==> src/rtl/riscv_dpu_types_pkg.sv <==
// Shared types for the DPU responder: opcodes, FSM states, request and
// response structures, plus a population-count helper.
// Optional feature macro: RISCV_DPU_MUL_EN (enables opcode DPU_OP_MUL).
package riscv_dpu_types_pkg;

    localparam logic [6:0] DPU_OP_WRITE  = 7'h01;
    localparam logic [6:0] DPU_OP_READ   = 7'h02;
    localparam logic [6:0] DPU_OP_ADD    = 7'h03;
    localparam logic [6:0] DPU_OP_POPCNT = 7'h04;
    localparam logic [6:0] DPU_OP_CLR    = 7'h05;
    localparam logic [6:0] DPU_OP_MUL    = 7'h06;

    typedef enum logic [1:0] {
        IDLE = 2'd0,
        EXEC = 2'd1,
        RESP = 2'd2
    } dpu_state_e;

    typedef struct packed {
        logic        valid;
        logic [6:0]  opcode;
        logic [31:0] data;
        logic [31:0] addr;
    } dpu_req_t;

    typedef struct packed {
        logic        valid;
        logic [31:0] data;
        logic        error;
    } dpu_rsp_t;

    // Number of set bits in a 32-bit word.
    function automatic logic [31:0] popcount32(input logic [31:0] value);
        logic [5:0] count;
        count = 6'd0;
        for (int i = 0; i < 32; i++) begin
            count = count + {5'd0, value[i]};
        end
        return {26'd0, count};
    endfunction

endpackage

==> src/rtl/riscv_dpu_alu.sv <==
// Combinational operation unit for the DPU responder. Produces the response
// word, the error flag and the register-file write controls for one request.
// Optional feature macro: RISCV_DPU_MUL_EN (adds the MUL opcode).
module riscv_dpu_alu
    import riscv_dpu_types_pkg::*;
#(
    parameter int NUM_REGS = 4
) (
    input  logic [6:0]  opcode_i,
    input  logic [31:0] operand_i,
    input  logic [31:0] reg_val_i,
    input  logic [31:0] addr_i,
    output logic [31:0] result_o,
    output logic        error_o,
    output logic        reg_we_o,
    output logic        clr_all_o
);

    // Register window ends at NUM_REGS words; compared on 33 bits so the
    // limit itself is representable for any legal NUM_REGS.
    localparam logic [32:0] ADDR_LIMIT = 33'(NUM_REGS * 4);

    logic addr_ok_s;

    assign addr_ok_s = (addr_i[1:0] == 2'b00) && ({1'b0, addr_i} < ADDR_LIMIT);

`ifdef RISCV_DPU_MUL_EN
    logic [31:0] mul_s;

    // Only the low word of the product is ever kept.
    assign mul_s = reg_val_i * operand_i;
`endif

    // Decode the opcode into a result plus register update intent.
    always_comb begin
        result_o  = 32'd0;
        error_o   = 1'b0;
        reg_we_o  = 1'b0;
        clr_all_o = 1'b0;
        case (opcode_i)
            DPU_OP_WRITE: begin
                if (addr_ok_s) begin
                    result_o = operand_i;
                    reg_we_o = 1'b1;
                end else begin
                    error_o = 1'b1;
                end
            end
            DPU_OP_READ: begin
                if (addr_ok_s) begin
                    result_o = reg_val_i;
                end else begin
                    error_o = 1'b1;
                end
            end
            DPU_OP_ADD: begin
                if (addr_ok_s) begin
                    result_o = reg_val_i + operand_i;
                    reg_we_o = 1'b1;
                end else begin
                    error_o = 1'b1;
                end
            end
            DPU_OP_POPCNT: begin
                result_o = popcount32(operand_i);
            end
            DPU_OP_CLR: begin
                clr_all_o = 1'b1;
            end
`ifdef RISCV_DPU_MUL_EN
            DPU_OP_MUL: begin
                if (addr_ok_s) begin
                    result_o = mul_s;
                    reg_we_o = 1'b1;
                end else begin
                    error_o = 1'b1;
                end
            end
`endif
            default: begin
                error_o = 1'b1;
            end
        endcase
    end

endmodule

==> src/rtl/riscv_dpu_responder.sv <==
// DPU request/response responder: a three-state FSM (IDLE, EXEC, RESP) in
// front of a small scratch register file. One request in flight at a time;
// register updates commit on the EXEC->RESP edge together with the
// registered response.
// Optional feature macro: RISCV_DPU_MUL_EN (4-cycle MUL via a down-counter).
module riscv_dpu_responder
    import riscv_dpu_types_pkg::*;
#(
    parameter int NUM_REGS = 4
) (
    input  logic     clk_i,
    input  logic     rst_ni,
    input  dpu_req_t dpu_req_i,
    output logic     dpu_req_ready_o,
    output dpu_rsp_t dpu_rsp_o,
    input  logic     dpu_rsp_ready_i
);

    localparam int IDX_W = $clog2(NUM_REGS);

    dpu_state_e  state_q, state_d;
    logic [6:0]  op_q, op_d;
    logic [31:0] data_q, data_d;
    logic [31:0] addr_q, addr_d;
    dpu_rsp_t    rsp_q, rsp_d;
    logic [31:0] regs_q [NUM_REGS];
    logic [31:0] regs_d [NUM_REGS];

    logic [IDX_W-1:0] idx_s;
    logic [31:0]      alu_result_s;
    logic             alu_error_s;
    logic             alu_we_s;
    logic             alu_clr_s;
    logic             exec_done_s;

`ifdef RISCV_DPU_MUL_EN
    logic [1:0] mul_cnt_q, mul_cnt_d;

    // MUL stays in EXEC until the counter has walked down to zero.
    assign exec_done_s = (mul_cnt_q == 2'd0);
`else
    assign exec_done_s = 1'b1;
`endif

    assign idx_s           = addr_q[IDX_W+1:2];
    assign dpu_req_ready_o = (state_q == IDLE);
    assign dpu_rsp_o       = rsp_q;

    riscv_dpu_alu #(
        .NUM_REGS (NUM_REGS)
    ) u_alu (
        .opcode_i  (op_q),
        .operand_i (data_q),
        .reg_val_i (regs_q[idx_s]),
        .addr_i    (addr_q),
        .result_o  (alu_result_s),
        .error_o   (alu_error_s),
        .reg_we_o  (alu_we_s),
        .clr_all_o (alu_clr_s)
    );

    // Next-state, request latch, register file and response computation.
    always_comb begin
        state_d = state_q;
        op_d    = op_q;
        data_d  = data_q;
        addr_d  = addr_q;
        rsp_d   = rsp_q;
        regs_d  = regs_q;
`ifdef RISCV_DPU_MUL_EN
        mul_cnt_d = mul_cnt_q;
`endif
        case (state_q)
            IDLE: begin
                if (dpu_req_i.valid) begin
                    op_d    = dpu_req_i.opcode;
                    data_d  = dpu_req_i.data;
                    addr_d  = dpu_req_i.addr;
                    state_d = EXEC;
`ifdef RISCV_DPU_MUL_EN
                    if (dpu_req_i.opcode == DPU_OP_MUL) begin
                        mul_cnt_d = 2'd3;
                    end else begin
                        mul_cnt_d = 2'd0;
                    end
`endif
                end else begin
                    state_d = IDLE;
                end
            end
            EXEC: begin
                if (exec_done_s) begin
                    state_d     = RESP;
                    rsp_d.valid = 1'b1;
                    rsp_d.data  = alu_result_s;
                    rsp_d.error = alu_error_s;
                    if (alu_clr_s) begin
                        for (int i = 0; i < NUM_REGS; i++) begin
                            regs_d[i] = 32'd0;
                        end
                    end else if (alu_we_s) begin
                        regs_d[idx_s] = alu_result_s;
                    end else begin
                        regs_d = regs_q;
                    end
                end else begin
                    state_d = EXEC;
`ifdef RISCV_DPU_MUL_EN
                    mul_cnt_d = mul_cnt_q - 2'd1;
`endif
                end
            end
            RESP: begin
                if (dpu_rsp_ready_i) begin
                    state_d     = IDLE;
                    rsp_d.valid = 1'b0;
                end else begin
                    state_d = RESP;
                end
            end
            default: begin
                state_d = IDLE;
                rsp_d   = '0;
            end
        endcase
    end

    // State, request latch, register file and response flops.
    always_ff @(posedge clk_i) begin
        if (!rst_ni) begin
            state_q <= IDLE;
            op_q    <= 7'd0;
            data_q  <= 32'd0;
            addr_q  <= 32'd0;
            rsp_q   <= '0;
            for (int i = 0; i < NUM_REGS; i++) begin
                regs_q[i] <= 32'd0;
            end
`ifdef RISCV_DPU_MUL_EN
            mul_cnt_q <= 2'd0;
`endif
        end else begin
            state_q <= state_d;
            op_q    <= op_d;
            data_q  <= data_d;
            addr_q  <= addr_d;
            rsp_q   <= rsp_d;
            for (int i = 0; i < NUM_REGS; i++) begin
                regs_q[i] <= regs_d[i];
            end
`ifdef RISCV_DPU_MUL_EN
            mul_cnt_q <= mul_cnt_d;
`endif
        end
    end

endmodule
==> config.mk <==
export PLATFORM = sky130hd
export DESIGN_NAME = riscv_dpu_responder
export DESIGN_NICKNAME = d
export VERILOG_FILES = /design/src/rtl/riscv_dpu_types_pkg.sv /design/src/rtl/riscv_dpu_alu.sv /design/src/rtl/riscv_dpu_responder.sv
export SDC_FILE = /design/constraint.sdc
export NUM_CORES = 1
export LEC_CHECK = 0
export BUFFER_PORTS_ARGS = -buffer_cell sky130_fd_sc_hd__buf_2
export CAP_MARGIN = 30
export CELL_PAD_IN_SITES_DETAIL_PLACEMENT = 1
export CELL_PAD_IN_SITES_GLOBAL_PLACEMENT = 1
export CORE_UTILIZATION = 35
export DETAILED_ROUTE_END_ITERATION = 8
export GPL_ROUTABILITY_DRIVEN = 0
export HOLD_SLACK_MARGIN = 0.05
export PLACE_DENSITY_LB_ADDON = 0.1
export RECOVER_POWER = 50
export SLEW_MARGIN = 5
export SYNTH_ARGS = -nofsm -noshare
export SYNTH_HDL_FRONTEND = slang
export SYNTH_SLANG_ARGS = --single-unit
export TNS_END_PERCENT = 1
==> constraint.sdc <==
create_clock -name clk_i -period 7.3 [get_ports clk_i]
set_clock_uncertainty 0.2 [all_clocks]
set_input_delay 0.73 -clock clk_i [delete_from_list [all_inputs] [get_ports clk_i]]
set_output_delay 0.73 -clock clk_i [all_outputs]
set_load 0.02 [all_outputs]
# After elaboration in Yosys (flattened, before gate mapping)
# Index checks and enable logic that the tools add are counted.
# word_totals
ff_bits	235
output_inout_bits	35
# op_classes
n_addsub	32
magnitude_cmp	3
eq_ne	8
muxes	23
bitwise	2
n_reduce_logical	12
# op_table
op	n
$mux W128	2
$mux W32	6
$add A6 B1 Y6	30
$bwmux W128	1
$pmux W32 S4	1
$pmux W33 S2	1
$bmux W32 S2	1
$demux W32 S2	1
$add A32 B32 Y32	1
$lt A32 B5 Y1 const B	1
$eq A7 B2 Y1 const B	2
$eq A7 B3 Y1 const B	2
$eq A7 B1 Y1 const B	1
$mux W1	6
$pmux W2 S3	1
$reduce_and A2 Y1	3
$reduce_or A2 Y1	3
$logic_not A2 Y1	2
$ge A3 B3 Y1 const B	1
$lt A3 B1 Y1 const B	1
$not A2 Y3	1
$pmux W1 S3	1
$reduce_or A3 Y1	1
$add A1 B1 Y2	1
8 further kinds	9

# Logic depth before layout (Yosys ltp)
# Gate-level depths: netlist of the first run.
# logic_depth
depth_word	35
ltp_mapped	21
ltp_nobuf	21

# Modules after synthesis
# From an unflattened synthesis of the first run, not the netlist that was laid out.
# unflattened
hier_cells	1272
area_unflattened_um2	12081.6
# by_module_without_submodules
mod	instances	cells_each	area_per_inst_um2	seq_area_each_um2
riscv_dpu_responder	1	813	8663.3	4704.5
riscv_dpu_alu	1	459	3418.3	0.0

# Worst setup path before layout of the first run
# OpenSTA, ideal clock, no wires.
# synth_path
kind	register -> register
from	register data_q[1]
to	register regs_q[100] in the netlist's numbering
setup_time_ns	0.118
t_arrival_ns	5.093
path_slack_ns	1.889
stages_incl_launch_ff	18
path_cell_list	dfxtp_1 > ha_1 > inv_1 > fa_1 > fa_1 > fa_1 > fa_1 > fa_1 > fa_1 > fa_1 > fa_1 > inv_1 > a21o_1 > a21oi_1 > xnor2_1 > a32o_1 > a22oi_1 > nor2b_1
# synth_between
elab_chain_cells	35
elab_cells_between_ends	37
cone_classes	add/sub (32); mux (5)
# synth_rtl
item	line_no	text
start: declaration	riscv_dpu_responder.sv:23	logic [31:0] data_q, data_d;
start signal: assignment	riscv_dpu_responder.sv:145	data_q <= data_d;
$add A1 B1 Y2	riscv_dpu_types_pkg.sv:37	count = count + {5'd0, value[i]};
$add A6 B1 Y6 (30 in a row)	riscv_dpu_types_pkg.sv:37	
$pmux W32 S4 (*)	riscv_dpu_alu.sv:40	case (opcode_i)
$bwmux W128 (*)	riscv_dpu_responder.sv:102	regs_d[idx_s] = alu_result_s;
$mux W128 (*)	riscv_dpu_responder.sv:101	end else if (alu_we_s) begin
$mux W128 (*)	riscv_dpu_responder.sv:97	if (alu_clr_s) begin
end signal: indexed assignment	riscv_dpu_responder.sv:149	regs_q[i] <= regs_d[i];
end: declaration	riscv_dpu_responder.sv:26	logic [31:0] regs_q [NUM_REGS];
# Mark *: on every way between the ends. The rest lies on a longest branch, timed or not. The select of a mux whose other input is x is not followed.
# A chain may end at the register's enable or synchronous reset.

# Worst setup path after layout of the first run
# Ends and elaborated chain as after synthesis.

==> results_dict.tcl, run 1 <==
set metrics [dict create \
    outcome "finished with violations" \
    violations "capacitance limit, slew limit" \
    synth_area_leaders "dfxtp_1, nand2_1, mux4_2" \
    maxSlewViolCount 138 \
    cts_tree "yes" \
    ys_seq_area_frac 0.375 \
    cpLargestDelayFamily "adder cells" \
    grt_pass1_vias 11400 \
    tns_ns 0 \
    dieArea_mm2 0.0366 \
    critPathLaunchType "flip-flop" \
    postCtsHoldBufs 0 \
    ys.flop_type "dfxtp_1" \
    post_cts_buffers 0 \
    cts.sinks 235 \
    arrival_ns 6.01 \
    endpoint_kind "flip-flop" \
    final_nets 1625 \
    ys_ff_latch 235 \
    dp_slack_ns 1.54 \
    dpl_cell_area_mm2 0.0134 \
    r2r_end "regs_q[100]$_SDFFE_PN0P_" \
    syn-num-nets 1557 \
    final_cell_mix "nand2_1, dfxtp_1, o21ai_0" \
    synth_edf_count 0 \
    min_period_ns 5.78 \
    fin_cells 1961 \
    synth_top_family_by_area "compound AO/OA/AOI/OAI gates" \
    relSlewSlack -1.20 \
    utilization 0.407 \
    fmax_ghz 0.173 \
    vias_per_cell 5.56 \
    hold_class "input pin to flip-flop" \
    min_from "dpu_req_i[63]" \
    start_util 0.359 \
    numCtsBuffers 28 \
    numPortBuffers 109 \
    postSynth.asyncResetShare 0 \
    crit_slowest_cell "fa_1" \
    yosys.area.top_type "dfxtp_1" \
    min_delay_path_depth 3 \
    tightestPinTransition_ns 3.30 \
    grt_pass1_wl_mm 67.6 \
    synthDistinctLibCells 75 \
    wl_per_cell_um 22.1 \
    grt_max_degree 95 \
    p_leak_nw 5.29 \
    crit_top_cell "fa_1" \
    io_pins 110 \
    peakVddDrop_v 0.000134 \
    final_cell_area_mm2 0.0142 \
    synth.yosys.warnings 0 \
    min_period_over_period 0.791 \
    synth_compound_area_frac 0.230 \
    hold_end "data_q[31]$_SDFFE_PN0P_" \
    synthXorXnorAreaFrac 0.0203 \
    wl_mm 43.4 \
    clk_path_buf_depth 3 \
    grt_usage 0.242 \
    dp_hpwl_mm 31.1 \
    synth-simple-area-share 0.185 \
    setup_viol 0 \
    cp_cell_sequence "ha_1 -> inv_1 -> fa_1 -> fa_1 -> fa_1 -> fa_1 -> fa_1 -> fa_1 -> fa_1 -> fa_1 -> inv_1 -> a21o_1 -> a21oi_1 -> xnor2_1 -> a32o_1 -> a22oi_1 -> nor2b_1" \
    hold_viol_final 0 \
    clkTransAtPathRegs_ns 0.06 \
    drive_above_1_share 0.127 \
    rows 68 \
    yosysTopAreaCellShare 0.375 \
    final_common_cell "nand2_1" \
    ant_nets 0 \
    slowest_delay_ns 0.56 \
    first_iter_violations 522 \
    critPathRequiredTime_ns 7.53 \
    crit_fanout 5 \
    crit_buf_inv 2 \
    firstDrtPassIters 5 \
    power_density_mw_per_mm2 226 \
    syn_inst 1418 \
    die_w_um 191 \
    cts.htree.levels 1 \
    nFillCells 4126 \
    holdWs_ns 0.217 \
    worst-r2r-setup-slack_ns 1.52 \
    grt-ovfl-total 0 \
    reg2reg_from "data_q[1]$_SDFFE_PN0P_" \
    clockRootBuffer "clkbuf_16" \
    maxCapViolations 2 \
    r2r_cells 17 \
    crit_type "flip-flop to flip-flop" \
    core-area_mm2 0.0349 \
    insertion_delay_ns 0.57 \
    setup_ws_ns 1.52 \
    muxShareOfSynthArea 0.0608 \
    antenna_found_initial 0 \
    syn_area_per_cell_um2 8.84 \
    rsz0062_at_grt "no" \
    drcViolationCount 0 \
    die_h_um 191 \
    ctsResizeCount 0 \
    syn2layout_area_growth_pct 13.4 \
    power_mw 3.21 \
    dp.cells 1911 \
    via_count 10900 \
    antennaDiodeCount 0 \
    syn_area_mm2 0.0125 \
    synth_fa_ha_area_frac 0.0789 \
]
## worst reg2reg max path: cells and delay by family (launching register included)
| kind | cells | cell delay, ns |
|---|---|---|
| buf+inv | 2 | 0.15 |
| compound gates | 4 | 0.66 |
| xor+xnor | 1 | 0.13 |
| flops | 1 | 0.39 |
| simple gates | 1 | 0.07 |
| fa+ha+maj | 9 | 4.07 |
## registers in the layout (all words and copies together), names as in the netlist
register	flops
addr_q	32
dpu_rsp_o	34
op_q	7
state_q	2
regs_q	128
data_q	32
## synthesized netlist by cell type, types with 5 or more instances
cell type and number:
nand4_1 11, nand2b_1 9, ha_1 39, a221o_1 5, a22oi_1 46, a21o_1 11, fa_1 25, a22o_1 29
nor2_1 41, and3_1 6, a21boi_0 72, o21ai_0 100, a21oi_1 50, a211oi_1 7, nor4_1 7, o21bai_1 5
a31oi_1 7, dfxtp_1 235, inv_1 67, mux4_2 32, o221ai_1 23, clkbuf_1 62, a32o_1 5, o21a_1 7
xor2_1 16, and2_1 36, nand3_1 6, nor2b_1 34, o22ai_1 9, a222oi_1 5, xnor2_1 13, buf_2 18
o21ai_1 8, nor3_1 15, o31ai_1 5, nand2_1 284
## worst max path at each step
| stage | start | end | slack, ns | cells past startpoint |
|---|---|---|---|---|
| floorplan | data_q[1]$_SDFFE_PN0P_ | regs_q[100]$_SDFFE_PN0P_ | 1.89 | 17 |
| global placement | data_q[1]$_SDFFE_PN0P_ | regs_q[100]$_SDFFE_PN0P_ | 1.61 | 17 |
| detailed placement | data_q[1]$_SDFFE_PN0P_ | regs_q[100]$_SDFFE_PN0P_ | 1.54 | 17 |
| CTS | data_q[1]$_SDFFE_PN0P_ | regs_q[100]$_SDFFE_PN0P_ | 1.51 | 17 |
| global route | addr_q[2]$_SDFFE_PN0P_ | regs_q[88]$_SDFFE_PN0P_ | 1.20 | 11 |
| finish | data_q[1]$_SDFFE_PN0P_ | regs_q[100]$_SDFFE_PN0P_ | 1.52 | 17 |
## metal layers
metal  wire length, um  up-vias  global-route usage
met1             19100     5444               0.303
met4              1730        0              0.0940
li1                  -     5170                   -
met2             21200      223               0.423
met3              1340       69              0.0268
met5                 0        -                   0
## kinds of logic after synthesis
family | after synthesis
and+or+nand+nor | 482
muxes | 36
buffers and inverters | 153
AOI/OAI and AO/OA | 419
adders and majority gates | 64
xor gates and xnor gates | 29
DFF | 235
## layout make-up
class                   instances  area, um^2  area share
repair buffers                124         609      0.0429
multi-input cells            1030        7200       0.507
clock inverters                 6        43.8     0.00308
clock buffers                  44         831      0.0585
inverters                      67         251      0.0177
well taps                     455         569      0.0401
flip-flops and latches        235        4700       0.331
## report_power, final
group,leakage [nW],internal (mW),switching (mW)
combinational,2.96,0.210,0.321
clock,0.429,0.776,0.562
sequential,1.90,1.31,0.0349
No activity file was read; power rests on OpenSTA's default activity.
==> inputs of run 2 (changes only) <==
Clock period 7.3 ns to 5.4 ns, I/O delays scaled along.
==> run 2 against run 1 <==
The run ends with capacitance limit, slew limit, setup timing left. Sequential power rose by 34%. Design area rose by 7.1%. First-iteration DRC count fell by 7.3%. Fmax rose by 4.2%. Via count rose by 2.7%. Largest power group unchanged.
==> results_dict.tcl, run 2 (synthesis results as in run 1) <==
set metrics [dict create \
    io_pins 110 \
    antennaDiodeCount 0 \
    relSlewSlack -1.50 \
    numPortBuffers 109 \
    grt_max_degree 104 \
    hold_viol_final 0 \
    cpLargestDelayFamily "adder cells" \
    outcome "finished with violations" \
    vias_per_cell 5.44 \
    hold_class "input pin to flip-flop" \
    utilization 0.436 \
    violations "capacitance limit, slew limit, setup timing" \
    drive_above_1_share 0.153 \
    crit_type "flip-flop to flip-flop" \
    peakVddDrop_v 0.000233 \
    p_leak_nw 5.74 \
    grt-ovfl-total 0 \
    via_count 11200 \
    rsz0062_at_grt "yes" \
    top_register "regs_q" \
    first_iter_violations 484 \
    clockRootBuffer "clkbuf_16" \
    die_w_um 191 \
    largest_register_ffs 128 \
    slowest_delay_ns 0.56 \
    cp_cell_sequence "ha_4 -> inv_1 -> fa_1 -> fa_2 -> fa_2 -> fa_1 -> fa_1 -> fa_1 -> fa_2 -> fa_2 -> inv_1 -> a21o_1 -> a21oi_1 -> xnor2_1 -> a32o_2 -> a22oi_2 -> nor2b_1" \
    min_period_over_period 1.03 \
    tightestPinTransition_ns 3.75 \
    start_util 0.359 \
    maxCapViolations 1 \
    grt_pass1_vias 12000 \
    die_h_um 191 \
    worst-r2r-setup-slack_ns -0.14 \
    ant_nets 0 \
    drcViolationCount 0 \
    rows 68 \
    setup_ws_ns -0.143 \
    dpl_cell_area_mm2 0.0137 \
    firstDrtPassIters 5 \
    crit_fanout 5 \
    grt_usage 0.243 \
    cts.sinks 235 \
    grt_pass1_wl_mm 68.2 \
    critPathRequiredTime_ns 5.63 \
    crit_slowest_cell "fa_2" \
    syn2layout_area_growth_pct 21.4 \
    cts_tree "yes" \
    endpoint_kind "flip-flop" \
    power_mw 4.45 \
    power_density_mw_per_mm2 292 \
    dieArea_mm2 0.0366 \
    arrival_ns 5.78 \
    setup_viol 19 \
    min_period_ns 5.54 \
    final_common_cell "nand2_1" \
    core-area_mm2 0.0349 \
    cts.htree.levels 1 \
    antenna_found_initial 0 \
    critPathLaunchType "flip-flop" \
    final_nets 1725 \
    final_cell_mix "nand2_1, dfxtp_1, o21ai_0" \
    post_cts_buffers 0 \
    fmax_ghz 0.180 \
    dp_hpwl_mm 31.3 \
    final_cell_area_mm2 0.0152 \
    crit_buf_inv 2 \
    wl_per_cell_um 21.2 \
    clk_path_buf_depth 3 \
    insertion_delay_ns 0.56 \
    maxSlewViolCount 104 \
    clkTransAtPathRegs_ns 0.06 \
    wl_mm 43.7 \
    numCtsBuffers 28 \
]
run 2: power by group:
part           internal, mW  total, mW  switching [mW]
Clock                  1.06       1.81           0.751
Sequential             1.77       1.81          0.0431
Combinational         0.363      0.819           0.456
Total                  3.20       4.45            1.25
run 2: final cells by class:
class	count	area [um^2]
clock buffer	45	846
clock inverter	4	27.5
fill	4095	19700
inverter	67	251
multi-input combinational	1030	7250
sequential	235	4710
tap	455	569
timing repair buffer	224	1560
run 2: metrics by stage:
step	hold WS, ns	std cells	worst slack [ns]	setup TNS (ns)
after floorplan	0.220	1418	0.0371	0
after global placement	0.230	1945	-0.186	-2.23
after detailed placement	0.238	1949	-0.288	-3.35
after CTS	0.0507	2059	-0.107	-0.643
after global routing	0.0788	2060	-0.269	-4.56
final	0.0623	2060	-0.143	-0.981
run 2: worst reg2reg max path: cells and delay by family (launching register included):
| kind | cells | cell delay (ns) |
|---|---|---|
| and+or+nand+nor | 1 | 0.07 |
| DFF | 1 | 0.33 |
| AOI/OAI and AO/OA | 4 | 0.64 |
| xor gates and xnor gates | 1 | 0.13 |
| adders and majority gates | 9 | 3.95 |
| buffers and inverters | 2 | 0.11 |
run 2: what timing repair did:
action,CTS,global route
endpoints found under the hold margin,61,0
endpoints found under the setup margin,25,25
hold buffers,61,0
pin swaps,6,10
resized for setup,8,13
run 2: layer usage:
layer  vias to the layer above  routed length [um]  track usage  share of wire
met4                         0                1520       0.0879          0.035
met2                       227               21800        0.440           0.50
met1                      5529               19000        0.293           0.43
met5                         -                   0            0              0
met3                        76                1420       0.0283          0.032
li1                       5370                   -            -              -
run 2: path summary, 6_finish.rpt:
kind	endpoint	cells after the start	start
hold / removal	data_q[18]$_SDFFE_PN0P_	3	dpu_req_i[50]
setup reg to reg	regs_q[100]$_SDFFE_PN0P_	17	data_q[1]$_SDFFE_PN0P_
hold reg to reg	regs_q[14]$_SDFFE_PN0P_	2	regs_q[14]$_SDFFE_PN0P_
setup / recovery	regs_q[100]$_SDFFE_PN0P_	17	data_q[1]$_SDFFE_PN0P_
